### src/rtl/sw_debounce_pkg.sv
// Shared types and helpers for the switch/button debouncer.
// Holds the per-bit FSM state encoding and the hold-counter width rule.
package sw_debounce_pkg;

  typedef enum logic [1:0] {
    ST_LOW,
    ST_WAIT_HIGH,
    ST_HIGH,
    ST_WAIT_LOW
  } db_state_t;

  // Counter must be able to hold values up to n.
  function automatic int cnt_width(input int n);
    return $clog2(n + 1);
  endfunction

endpackage

### src/rtl/sw_debounce_bit.sv
// One switch bit: synchroniser chain, debounce FSM with hold counter,
// and registered stable level plus one-cycle rise/fall strobes.
module sw_debounce_bit
  import sw_debounce_pkg::*;
#(
  parameter int SYNC_STAGES     = 2,
  parameter int DEBOUNCE_CYCLES = 1_000_000
) (
  input  logic clk,
  input  logic rst_n,
  input  logic sw_pin,
  output logic stable,
  output logic rise,
  output logic fall,
  output logic commit
);

  localparam int CW = cnt_width(DEBOUNCE_CYCLES);
  localparam logic [CW-1:0] CNT_LAST = CW'(DEBOUNCE_CYCLES - 1);
  localparam logic [CW-1:0] CNT_ONE  = CW'(1);
  localparam bit IMMEDIATE = (DEBOUNCE_CYCLES == 1);

  logic [SYNC_STAGES-1:0] sync_q, sync_d;
  db_state_t              state_q, state_d;
  logic [CW-1:0]          cnt_q, cnt_d;
  logic                   stable_q, stable_d;
  logic                   rise_q, rise_d;
  logic                   fall_q, fall_d;
  logic                   s;

  assign s = sync_q[SYNC_STAGES-1];

  always_comb begin
    sync_d   = {sync_q[SYNC_STAGES-2:0], sw_pin};
    state_d  = state_q;
    cnt_d    = cnt_q;
    stable_d = stable_q;
    rise_d   = 1'b0;
    fall_d   = 1'b0;

    unique case (state_q)
      ST_LOW: begin
        if (s) begin
          if (IMMEDIATE) begin
            state_d  = ST_HIGH;
            stable_d = 1'b1;
            rise_d   = 1'b1;
            cnt_d    = '0;
          end else begin
            state_d = ST_WAIT_HIGH;
            cnt_d   = CNT_ONE;
          end
        end
      end
      ST_WAIT_HIGH: begin
        if (!s) begin
          state_d = ST_LOW;
          cnt_d   = '0;
        end else if (cnt_q == CNT_LAST) begin
          state_d  = ST_HIGH;
          stable_d = 1'b1;
          rise_d   = 1'b1;
          cnt_d    = '0;
        end else begin
          cnt_d = cnt_q + CNT_ONE;
        end
      end
      ST_HIGH: begin
        if (!s) begin
          if (IMMEDIATE) begin
            state_d  = ST_LOW;
            stable_d = 1'b0;
            fall_d   = 1'b1;
            cnt_d    = '0;
          end else begin
            state_d = ST_WAIT_LOW;
            cnt_d   = CNT_ONE;
          end
        end
      end
      ST_WAIT_LOW: begin
        if (s) begin
          state_d = ST_HIGH;
          cnt_d   = '0;
        end else if (cnt_q == CNT_LAST) begin
          state_d  = ST_LOW;
          stable_d = 1'b0;
          fall_d   = 1'b1;
          cnt_d    = '0;
        end else begin
          cnt_d = cnt_q + CNT_ONE;
        end
      end
      default: begin
        state_d = ST_LOW;
        cnt_d   = '0;
      end
    endcase
  end

  always_ff @(posedge clk or negedge rst_n) begin
    if (!rst_n) begin
      sync_q   <= '0;
      state_q  <= ST_LOW;
      cnt_q    <= '0;
      stable_q <= 1'b0;
      rise_q   <= 1'b0;
      fall_q   <= 1'b0;
    end else begin
      sync_q   <= sync_d;
      state_q  <= state_d;
      cnt_q    <= cnt_d;
      stable_q <= stable_d;
      rise_q   <= rise_d;
      fall_q   <= fall_d;
    end
  end

  // Unregistered commit lets the top register `changed` on the same edge as the strobes.
  assign commit = rise_d | fall_d;
  assign stable = stable_q;
  assign rise   = rise_q;
  assign fall   = fall_q;

endmodule

### src/rtl/sw_debounce.sv
// Debounced switch/button input conditioner: WIDTH independent bit
// debouncers plus a shared one-cycle `changed` strobe.
module sw_debounce
  import sw_debounce_pkg::*;
#(
  parameter int WIDTH           = 4,
  parameter int SYNC_STAGES     = 2,
  parameter int DEBOUNCE_CYCLES = 1_000_000
) (
  input  logic             clk,
  input  logic             rst_n,
  input  logic [WIDTH-1:0] sw,
  output logic [WIDTH-1:0] sw_stable,
  output logic [WIDTH-1:0] sw_rise,
  output logic [WIDTH-1:0] sw_fall,
  output logic             changed
);

  logic [WIDTH-1:0] commit;
  logic             changed_q, changed_d;

  for (genvar i = 0; i < WIDTH; i++) begin : g_bit
    sw_debounce_bit #(
      .SYNC_STAGES    (SYNC_STAGES),
      .DEBOUNCE_CYCLES(DEBOUNCE_CYCLES)
    ) u_bit (
      .clk   (clk),
      .rst_n (rst_n),
      .sw_pin(sw[i]),
      .stable(sw_stable[i]),
      .rise  (sw_rise[i]),
      .fall  (sw_fall[i]),
      .commit(commit[i])
    );
  end

  always_comb begin
    changed_d = |commit;
  end

  always_ff @(posedge clk or negedge rst_n) begin
    if (!rst_n) begin
      changed_q <= 1'b0;
    end else begin
      changed_q <= changed_d;
    end
  end

  assign changed = changed_q;

endmodule

### config.mk
export PLATFORM = sky130hd
export DESIGN_NAME = sw_debounce
export DESIGN_NICKNAME = d
export VERILOG_FILES = /design/src/rtl/sw_debounce_pkg.sv /design/src/rtl/sw_debounce_bit.sv /design/src/rtl/sw_debounce.sv
export SDC_FILE = /design/constraint.sdc
export NUM_CORES = 1
export LEC_CHECK = 0
export CAP_MARGIN = 30
export CORE_AREA = 2 2 98 109
export DETAILED_ROUTE_END_ITERATION = 8
export DIE_AREA = 0 0 100 111
export MAX_ROUTING_LAYER = met4
export PLACE_DENSITY = 0.72
export SLEW_MARGIN = 20
export SYNTH_ARGS = -nofsm -noshare
export SYNTH_HDL_FRONTEND = slang
export SYNTH_SLANG_ARGS = --single-unit
export TNS_END_PERCENT = 100
### constraint.sdc
create_clock -name clk -period 5.4 [get_ports clk]
set_clock_uncertainty 0.15 [all_clocks]
set_input_delay 0.81 -clock clk [delete_from_list [all_inputs] [get_ports clk]]
set_output_delay 0.81 -clock clk [all_outputs]
set_load 0.01 [all_outputs]
==> summary.md, run 1 <==
| Metric | Value |
|---|---|
| GRT Residual Overflow | `0` |
| Sequential share of the synthesized area | `48.1%` |
| Net Sw Frac | `24.2%` |
| Internal | `1.28 mW` |
| Die width | `100 um` |
| TritonRoute pass-1 iters | `4` |
| Status | `completed` |
| DRC Markers | `0` |
| Worst path top cell family by delay | `compound AO/OA/AOI/OAI gates` |
| Dominant cell by count in the synthesized netlist | `dfrtp_1` |
| Global-route wire length before repair | `20400 um` |
| Slew Limit Headroom | `47.6%` |
| WP data required | `5.52 ns` |
| Period utilisation layout | `44.3%` |
| Clock root buffer | `clkbuf_16` |
| Largest net degree at the start of global routing | `59` |
| I/O pin count | `19` |
| Ant. Diodes | `0` |
| CP Max Fanout | `34` |
| Final Setup Violations | `0` |
| Slowest CP cell | `a21oi_4` |
| Vias in the first global route | `4263` |
| Die area | `0.0111 mm^2` |
| Syn_area_per_cell | `9.46 um^2` |
| Top post-synthesis cells by area | `dfrtp_1 (48%), a31oi_1 (5.5%), nand2_1 (4.6%)` |
| YS warnings | `0` |
| IO buf count | `18` |
| Core area | `0.0101 mm^2` |
| Clock Sinks | `109` |
| Synth top area share | `48.1%` |
| Pleak | `2.57 nW` |
| Total Neg Setup Slack | `0 ns` |
| Post-route minimum period | `2.39 ns` |
| Worst hold path class | `flip-flop to flip-flop` |
| Comb power frac | `7.2%` |
| Number of hold buffers added after cts | `0` |
| Critical path class | `flip-flop to flip-flop` |
| Filler cell count | `865` |
| Post-CTS Resized | `0` |
| Post-synthesis cell type count | `67` |
| CTS tree | `yes` |
| Post-synth EDFFs | `0` |
| Max cap viols | `0` |
| Clock Path Buffers | `2` |
| Worst vdd ir | `0.154 mV` |
| CP Launch Type | `flip-flop` |
| Post-synth top area cell | `dfrtp_1` |
| Initial core utilization | `55.9%` |
| Unrepaired setup endpoints after global routing | `no` |
| Antenna Nets Post-Route | `0` |
| P_sw | `0.410 mW` |
| Total Power Consumption | `1.69 mW` |
| Via density | `6.37` |
| Tightest Pin Transition | `0.784 ns` |
| Detailed-route wire length | `11800 um` |
| Post-CTS Setup Repair Bufs | `0` |
| FP Rows | `39` |
| GPL Wtd Cong | `0.830` |
| Syn Nets | `610` |
| FFs w/ async S/R, synth | `100%` |
| Crit path largest cell delay | `0.65 ns` |
| Slew Viols, Final | `0` |
| Endpoint type of the worst setup path | `flip-flop` |
| Share of layout cells above drive strength 1 | `6.45%` |
| Achievable Freq | `418 MHz` |
| Fin. Hold Viols | `0` |
| Netlist area before placement | `0.00568 mm^2` |
| Worst-path cell chain | `ha_1 > nand3_1 > and4bb_1 > a21oi_4 > a41oi_1 > a31oi_1` |
| Avg WL per Cell | `16.3 um` |
| Die height | `111 um` |
| CP bufs+invs | `0` |
| Vias | `4635` |
| Clk_lat worst skew | `0.35 ns` |
| CTS buffer count | `9` |
| Hpwl dp | `7870 um` |
| Pwr dens | `274 mW/mm^2` |
| Worst Path Arrival | `2.51 ns` |
| Initial antenna violation count | `0` |
| Area Overhead vs Synth | `8.71%` |
| Synth Instances | `600` |
| Clock transition at path regs | `0.07 ns` |
| Initial DRC Count | `271` |
| Yosys reg bits | `109` |
| Clock power share | `40.9%` |
| Post-synth top flop | `dfrtp_1` |
| GRT Overall Usage | `23.0%` |
| Seq pwr share | `51.8%` |
| Top cells by instance count after synthesis | `dfrtp_1 (109), nand2_1 (70), a31oi_1 (50)` |
| Post-layout nets | `610` |
| H-tree levels | `3` |
==> placed cells by master (no fill, tap or decap), drive strengths merged, types with 5 or more instances in the layout <==
| cell type | count |
|---|---|
| a21o | 7 |
| o21ai | 29 |
| xor2 | 5 |
| and2 | 6 |
| nand3 | 42 |
| nor4 | 9 |
| and3 | 16 |
| nor3b | 6 |
| or2 | 5 |
| nor2 | 36 |
| inv | 15 |
| a22o | 11 |
| o21a | 6 |
| a31oi | 50 |
| nand4 | 15 |
| dfrtp | 109 |
| nand2b | 12 |
| nor3 | 10 |
| nand2 | 70 |
| clkbuf | 13 |
| a21oi | 42 |
| a41oi | 10 |
| clkdlybuf4s50 | 17 |
| or4 | 5 |
==> per-layer routing <==
metal / up-vias / global-route usage [%] / part of all wire [%]
met1: 2286 / 32.0 / 47
met3: 17 / 3.15 / 3.3
met4: 0 / 9.04 / 1.6
met5: - / - / 0
met2: 88 / 34.5 / 48
li1: 2244 / - / -
==> registers in the layout, indices dropped and copies added, names as in the netlist, named ones only <==
register	count
g_bit.u_bit.fall	4
g_bit.u_bit.state_q	4
changed	1
g_bit.u_bit.sync_q	8
g_bit.u_bit.cnt_q	80
g_bit.u_bit.rise	4
g_bit.u_bit.stable	4
==> power by group through the flow <==
stage	Clock (mW)	Combinational, mW	Sequential [mW]
after CTS	0.708	0.124	0.877
after global placement	0	0.117	0.889
after floorplan	0	0.0846	0.883
final	0.692	0.123	0.877
after global routing	0.742	0.140	0.882
after detailed placement	0	0.124	0.892
==> kinds of logic after synthesis <==
family,after synthesis,share of synthesized area (%)
AND/OR/NAND/NOR,256,25.0
AO/OA/AOI/OAI,175,20.0
flip-flops,109,48.1
buffers and inverters,46,4.36
XOR/XNOR,6,1.06
multiplexers,4,0.728
adder cells (fa/ha/maj),4,0.882
==> area by class of cell <==
cell class,instances,area [um^2],area share [%]
Clock buffer,13,270,4.38
Clock inverter,3,42.5,0.690
Inverter,15,56.3,0.913
Multi-Input combinational cell,445,2720,44.1
Sequential cell,109,2730,44.2
Tap cell,123,154,2.49
Timing Repair Buffer,20,196,3.18
==> final timing paths <==
kind | cells after the start | slack [ns] | end | start
min in group asynchronous | 1 | 0.37 | g_bit[0].u_bit.cnt_q[12]$_DFFE_PN0P_ | rst_n
max in group asynchronous | 2 | 3.61 | g_bit[2].u_bit.sync_q[0]$_DFF_PN0_ | rst_n
min | 0 | 0.21 | g_bit[3].u_bit.sync_q[1]$_DFF_PN0_ | g_bit[3].u_bit.sync_q[0]$_DFF_PN0_
max | 6 | 3.01 | g_bit[1].u_bit.cnt_q[10]$_DFFE_PN0P_ | g_bit[1].u_bit.cnt_q[0]$_DFFE_PN0P_
min reg2reg | 0 | 0.21 | g_bit[3].u_bit.sync_q[1]$_DFF_PN0_ | g_bit[3].u_bit.sync_q[0]$_DFF_PN0_
max reg2reg | 6 | 3.01 | g_bit[1].u_bit.cnt_q[10]$_DFFE_PN0P_ | g_bit[1].u_bit.cnt_q[0]$_DFFE_PN0P_
==> through the flow <==
step | hold WS (ns) | utilization [%] | area, um^2 | setup slack [ns] | cells
5_1_grt | 0.213 | 60.8 | 6170 | 2.82 | 728
4_1_cts | 0.210 | 60.7 | 6160 | 2.72 | 728
2_1_floorplan | 0.181 | - | 5680 | 3.41 | 600
3_3_place_gp | 0.184 | 57.4 | 5820 | 2.75 | 711
3_5_place_dp | 0.193 | 57.6 | 5850 | 2.72 | 712
6_report | 0.207 | 60.8 | 6170 | 3.01 | 728
No activity file was read; power rests on OpenSTA's default activity.
==> run 2, diff against run 1 <==
==> constraint.sdc (replaced) <==
create_clock -name clk -period 2.4 [get_ports clk]
set_clock_uncertainty 0.15 [all_clocks]
set_input_delay 0.36 -clock clk [delete_from_list [all_inputs] [get_ports clk]]
set_output_delay 0.36 -clock clk [all_outputs]
set_load 0.01 [all_outputs]
==> summary.md, run 2 (same netlist as run 1, synthesis figures left out) <==
| Metric | Value |
|---|---|
| Post-CTS Setup Repair Bufs | `0 (unchanged)` |
| TritonRoute pass-1 iters | `5 (was 4)` |
| Worst R2R Start | `g_bit[2].u_bit.cnt_q[0]$_DFFE_PN0P_ (was g_bit[1].u_bit.cnt_q[0]$_DFFE_PN0P_)` |
| Area Overhead vs Synth | `10.7% (was 8.71%)` |
| CP Max Fanout | `9 (was 34)` |
| Fin. Hold Viols | `0 (unchanged)` |
| Unrepaired setup endpoints after global routing | `no (unchanged)` |
| Ant. Diodes | `0 (unchanged)` |
| Worst r2r path cells | `6 (unchanged)` |
| Clock Path Buffers | `2 (unchanged)` |
| Worst Path Arrival | `2.28 ns (was 2.51 ns)` |
| Via density | `6.22 (was 6.37)` |
| Clk_lat worst skew | `0.35 ns (about the same)` |
| Initial core utilization | `55.9% (unchanged)` |
| Critical path endpoint | `g_bit[2].u_bit.cnt_q[2]$_DFFE_PN0P_ (was g_bit[1].u_bit.cnt_q[10]$_DFFE_PN0P_)` |
| Top flop regs | `g_bit.u_bit.cnt_q x80, g_bit.u_bit.sync_q x8 (unchanged)` |
| CTS tree | `yes (unchanged)` |
| Largest net degree at the start of global routing | `41 (was 59)` |
| Vias in the first global route | `4384 (was 4263)` |
| Antenna Nets Post-Route | `0 (unchanged)` |
| Initial antenna violation count | `0 (unchanged)` |
| Max cap viols | `0 (unchanged)` |
| Most common cell after layout, fill and taps aside | `dfrtp_1 (unchanged)` |
| Final Setup Violations | `0 (unchanged)` |
| Endpoint type of the worst setup path | `flip-flop (unchanged)` |
| FF-to-FF setup slack | `0.20 ns (was 3.01 ns)` |
| Period utilisation layout | `91.5% (was 44.3%)` |
| Share of layout cells above drive strength 1 | `8.40% (was 6.45%)` |
| Clock root buffer | `clkbuf_16 (unchanged)` |
| Detailed-route wire length | `11700 um (was 11800 um)` |
| Die height | `111 um (unchanged)` |
| Clock Sinks | `109 (unchanged)` |
| Crit path from | `g_bit[2].u_bit.cnt_q[0]$_DFFE_PN0P_ (was g_bit[1].u_bit.cnt_q[0]$_DFFE_PN0P_)` |
| Dpl ws | `0.202 ns (was 2.72 ns)` |
| Pleak | `2.64 nW (was 2.57 nW)` |
| IO buf count | `18 (unchanged)` |
| Worst vdd ir | `0.368 mV (was 0.154 mV)` |
| Filler cell count | `844 (was 865)` |
| Clock transition at path regs | `0.07 ns (about the same)` |
| Status | `completed (unchanged)` |
| Achievable Freq | `455 MHz (was 418 MHz)` |
| Post-CTS Resized | `0 (unchanged)` |
| Slew Limit Headroom | `60.0% (was 47.6%)` |
| Vias | `4614 (was 4635)` |
| Tightest Pin Transition | `0.598 ns (was 0.784 ns)` |
| Total Neg Setup Slack | `0 ns (unchanged)` |
| Most frequent cells in the layout | `dfrtp_1 (109), nand2_1 (70), a31oi_1 (50), nand3_1 (40), a21oi_1 (38) (unchanged)` |
| Final WS setup | `0.203 ns (was 3.01 ns)` |
| Avg WL per Cell | `15.7 um (was 16.3 um)` |
| CTS buffer count | `9 (unchanged)` |
| Post-route minimum period | `2.20 ns (was 2.39 ns)` |
| Initial DRC Count | `248 (was 271)` |
| Die area | `0.0111 mm^2 (unchanged)` |
| Pwr dens | `591 mW/mm^2 (was 274 mW/mm^2)` |
| CP Launch Type | `flip-flop (unchanged)` |
| GPL Wtd Cong | `0.910 (was 0.830)` |
| Reg with most FFs | `g_bit.u_bit.cnt_q (unchanged)` |
| Global-route wire length before repair | `20800 um (was 20400 um)` |
| DRC Markers | `0 (unchanged)` |
| Worst hold path class | `flip-flop to flip-flop (unchanged)` |
| Post-layout nets | `626 (was 610)` |
| Max reg flops | `80 (unchanged)` |
| Critical path class | `flip-flop to flip-flop (unchanged)` |
| Hpwl dp | `7960 um (was 7870 um)` |
| Slew Viols, Final | `0 (unchanged)` |
| GRT Overall Usage | `23.6% (was 23.0%)` |
| Number of hold buffers added after cts | `1 (was 0)` |
| WP data required | `2.48 ns (was 5.52 ns)` |
| Worst reg2reg endpoint | `g_bit[2].u_bit.cnt_q[2]$_DFFE_PN0P_ (was g_bit[1].u_bit.cnt_q[10]$_DFFE_PN0P_)` |
| FP Rows | `39 (unchanged)` |
| Core area | `0.0101 mm^2 (unchanged)` |
| H-tree levels | `3 (unchanged)` |
| I/O pin count | `19 (unchanged)` |
| GRT Residual Overflow | `0 (unchanged)` |
| Die width | `100 um (unchanged)` |
==> run 2: cell types whose count changed in the layout (fill, tap and decap cells not counted) <==
cell / before / now
a21oi_4: 3 / 0
buf_6: 1 / 0
clkinv_4: 0 / 1
clkbuf_8: 3 / 0
buf_12: 0 / 4
dlygate4sd3_1: 0 / 1
buf_4: 2 / 14
a21oi_2: 1 / 4
==> run 2: cell type report <==
cell class              count  area (um^2)  area share (%)
clock buffers              10          229            3.64
well taps                 123          154            2.45
multi-input cells         445         2700            43.0
flip-flops and latches    109         2730            43.4
inverters                  15         56.3           0.896
repair buffers             36          365            5.81
clock inverters             4         51.3           0.816
==> run 2: worst max-delay path, stage by stage, from the launching register on <==
cell      delay, ns
dfrtp_1        0.41
ha_1           0.22
nand4_1        0.22
and4bb_2       0.44
a21o_1         0.32
o21ai_0        0.13
a22o_1         0.19
==> run 2: stage by stage <==
stage                     utilization, %  power, mW  std cells  hold slack [ns]  cell area, um^2
final                               61.9       3.71        742            0.206             6280
after detailed placement            59.0       2.30        727            0.191             5990
after CTS                           61.9       3.75        742            0.212             6280
after floorplan                        -       2.18        600          -0.0856             5680
after global placement              59.0       2.29        727            0.188             5990
after global routing                61.9       3.88        742            0.215             6280
==> run 2: worst min-delay path by stage <==
| stage | from | endpoint | slack [ns] | cells past startpoint |
|---|---|---|---|---|
| floorplan | rst_n | asynchronous set/reset pin | -0.09 | 0 |
| global placement | g_bit[2].u_bit.sync_q[0]$_DFF_PN0_ | g_bit[2].u_bit.sync_q[1]$_DFF_PN0_ | 0.19 | 0 |
| detailed placement | g_bit[2].u_bit.sync_q[0]$_DFF_PN0_ | g_bit[2].u_bit.sync_q[1]$_DFF_PN0_ | 0.19 | 0 |
| CTS | g_bit[2].u_bit.sync_q[0]$_DFF_PN0_ | g_bit[2].u_bit.sync_q[1]$_DFF_PN0_ | 0.21 | 0 |
| global route | g_bit[2].u_bit.sync_q[0]$_DFF_PN0_ | g_bit[2].u_bit.sync_q[1]$_DFF_PN0_ | 0.22 | 0 |
| finish | g_bit[2].u_bit.sync_q[0]$_DFF_PN0_ | g_bit[2].u_bit.sync_q[1]$_DFF_PN0_ | 0.21 | 0 |
==> run 2: metal layers <==
| metal | share of wire, % | vias up | track usage [%] |
|---|---|---|---|
| met2 | 49 | 93 | 36.0 |
| li1 | - | 2273 | - |
| met5 | 0 | - | - |
| met3 | 3.1 | 11 | 3.66 |
| met1 | 47 | 2237 | 32.6 |
| met4 | 1.4 | 0 | 7.40 |
==> run 2: where the power goes <==
| group | total [mW] | internal, mW | switching, mW |
|---|---|---|---|
| Sequential | 1.97 | 1.89 | 0.0785 |
| Combinational | 0.296 | 0.117 | 0.179 |
| Clock | 1.44 | 0.798 | 0.646 |
| Total | 3.71 | 2.81 | 0.904 |
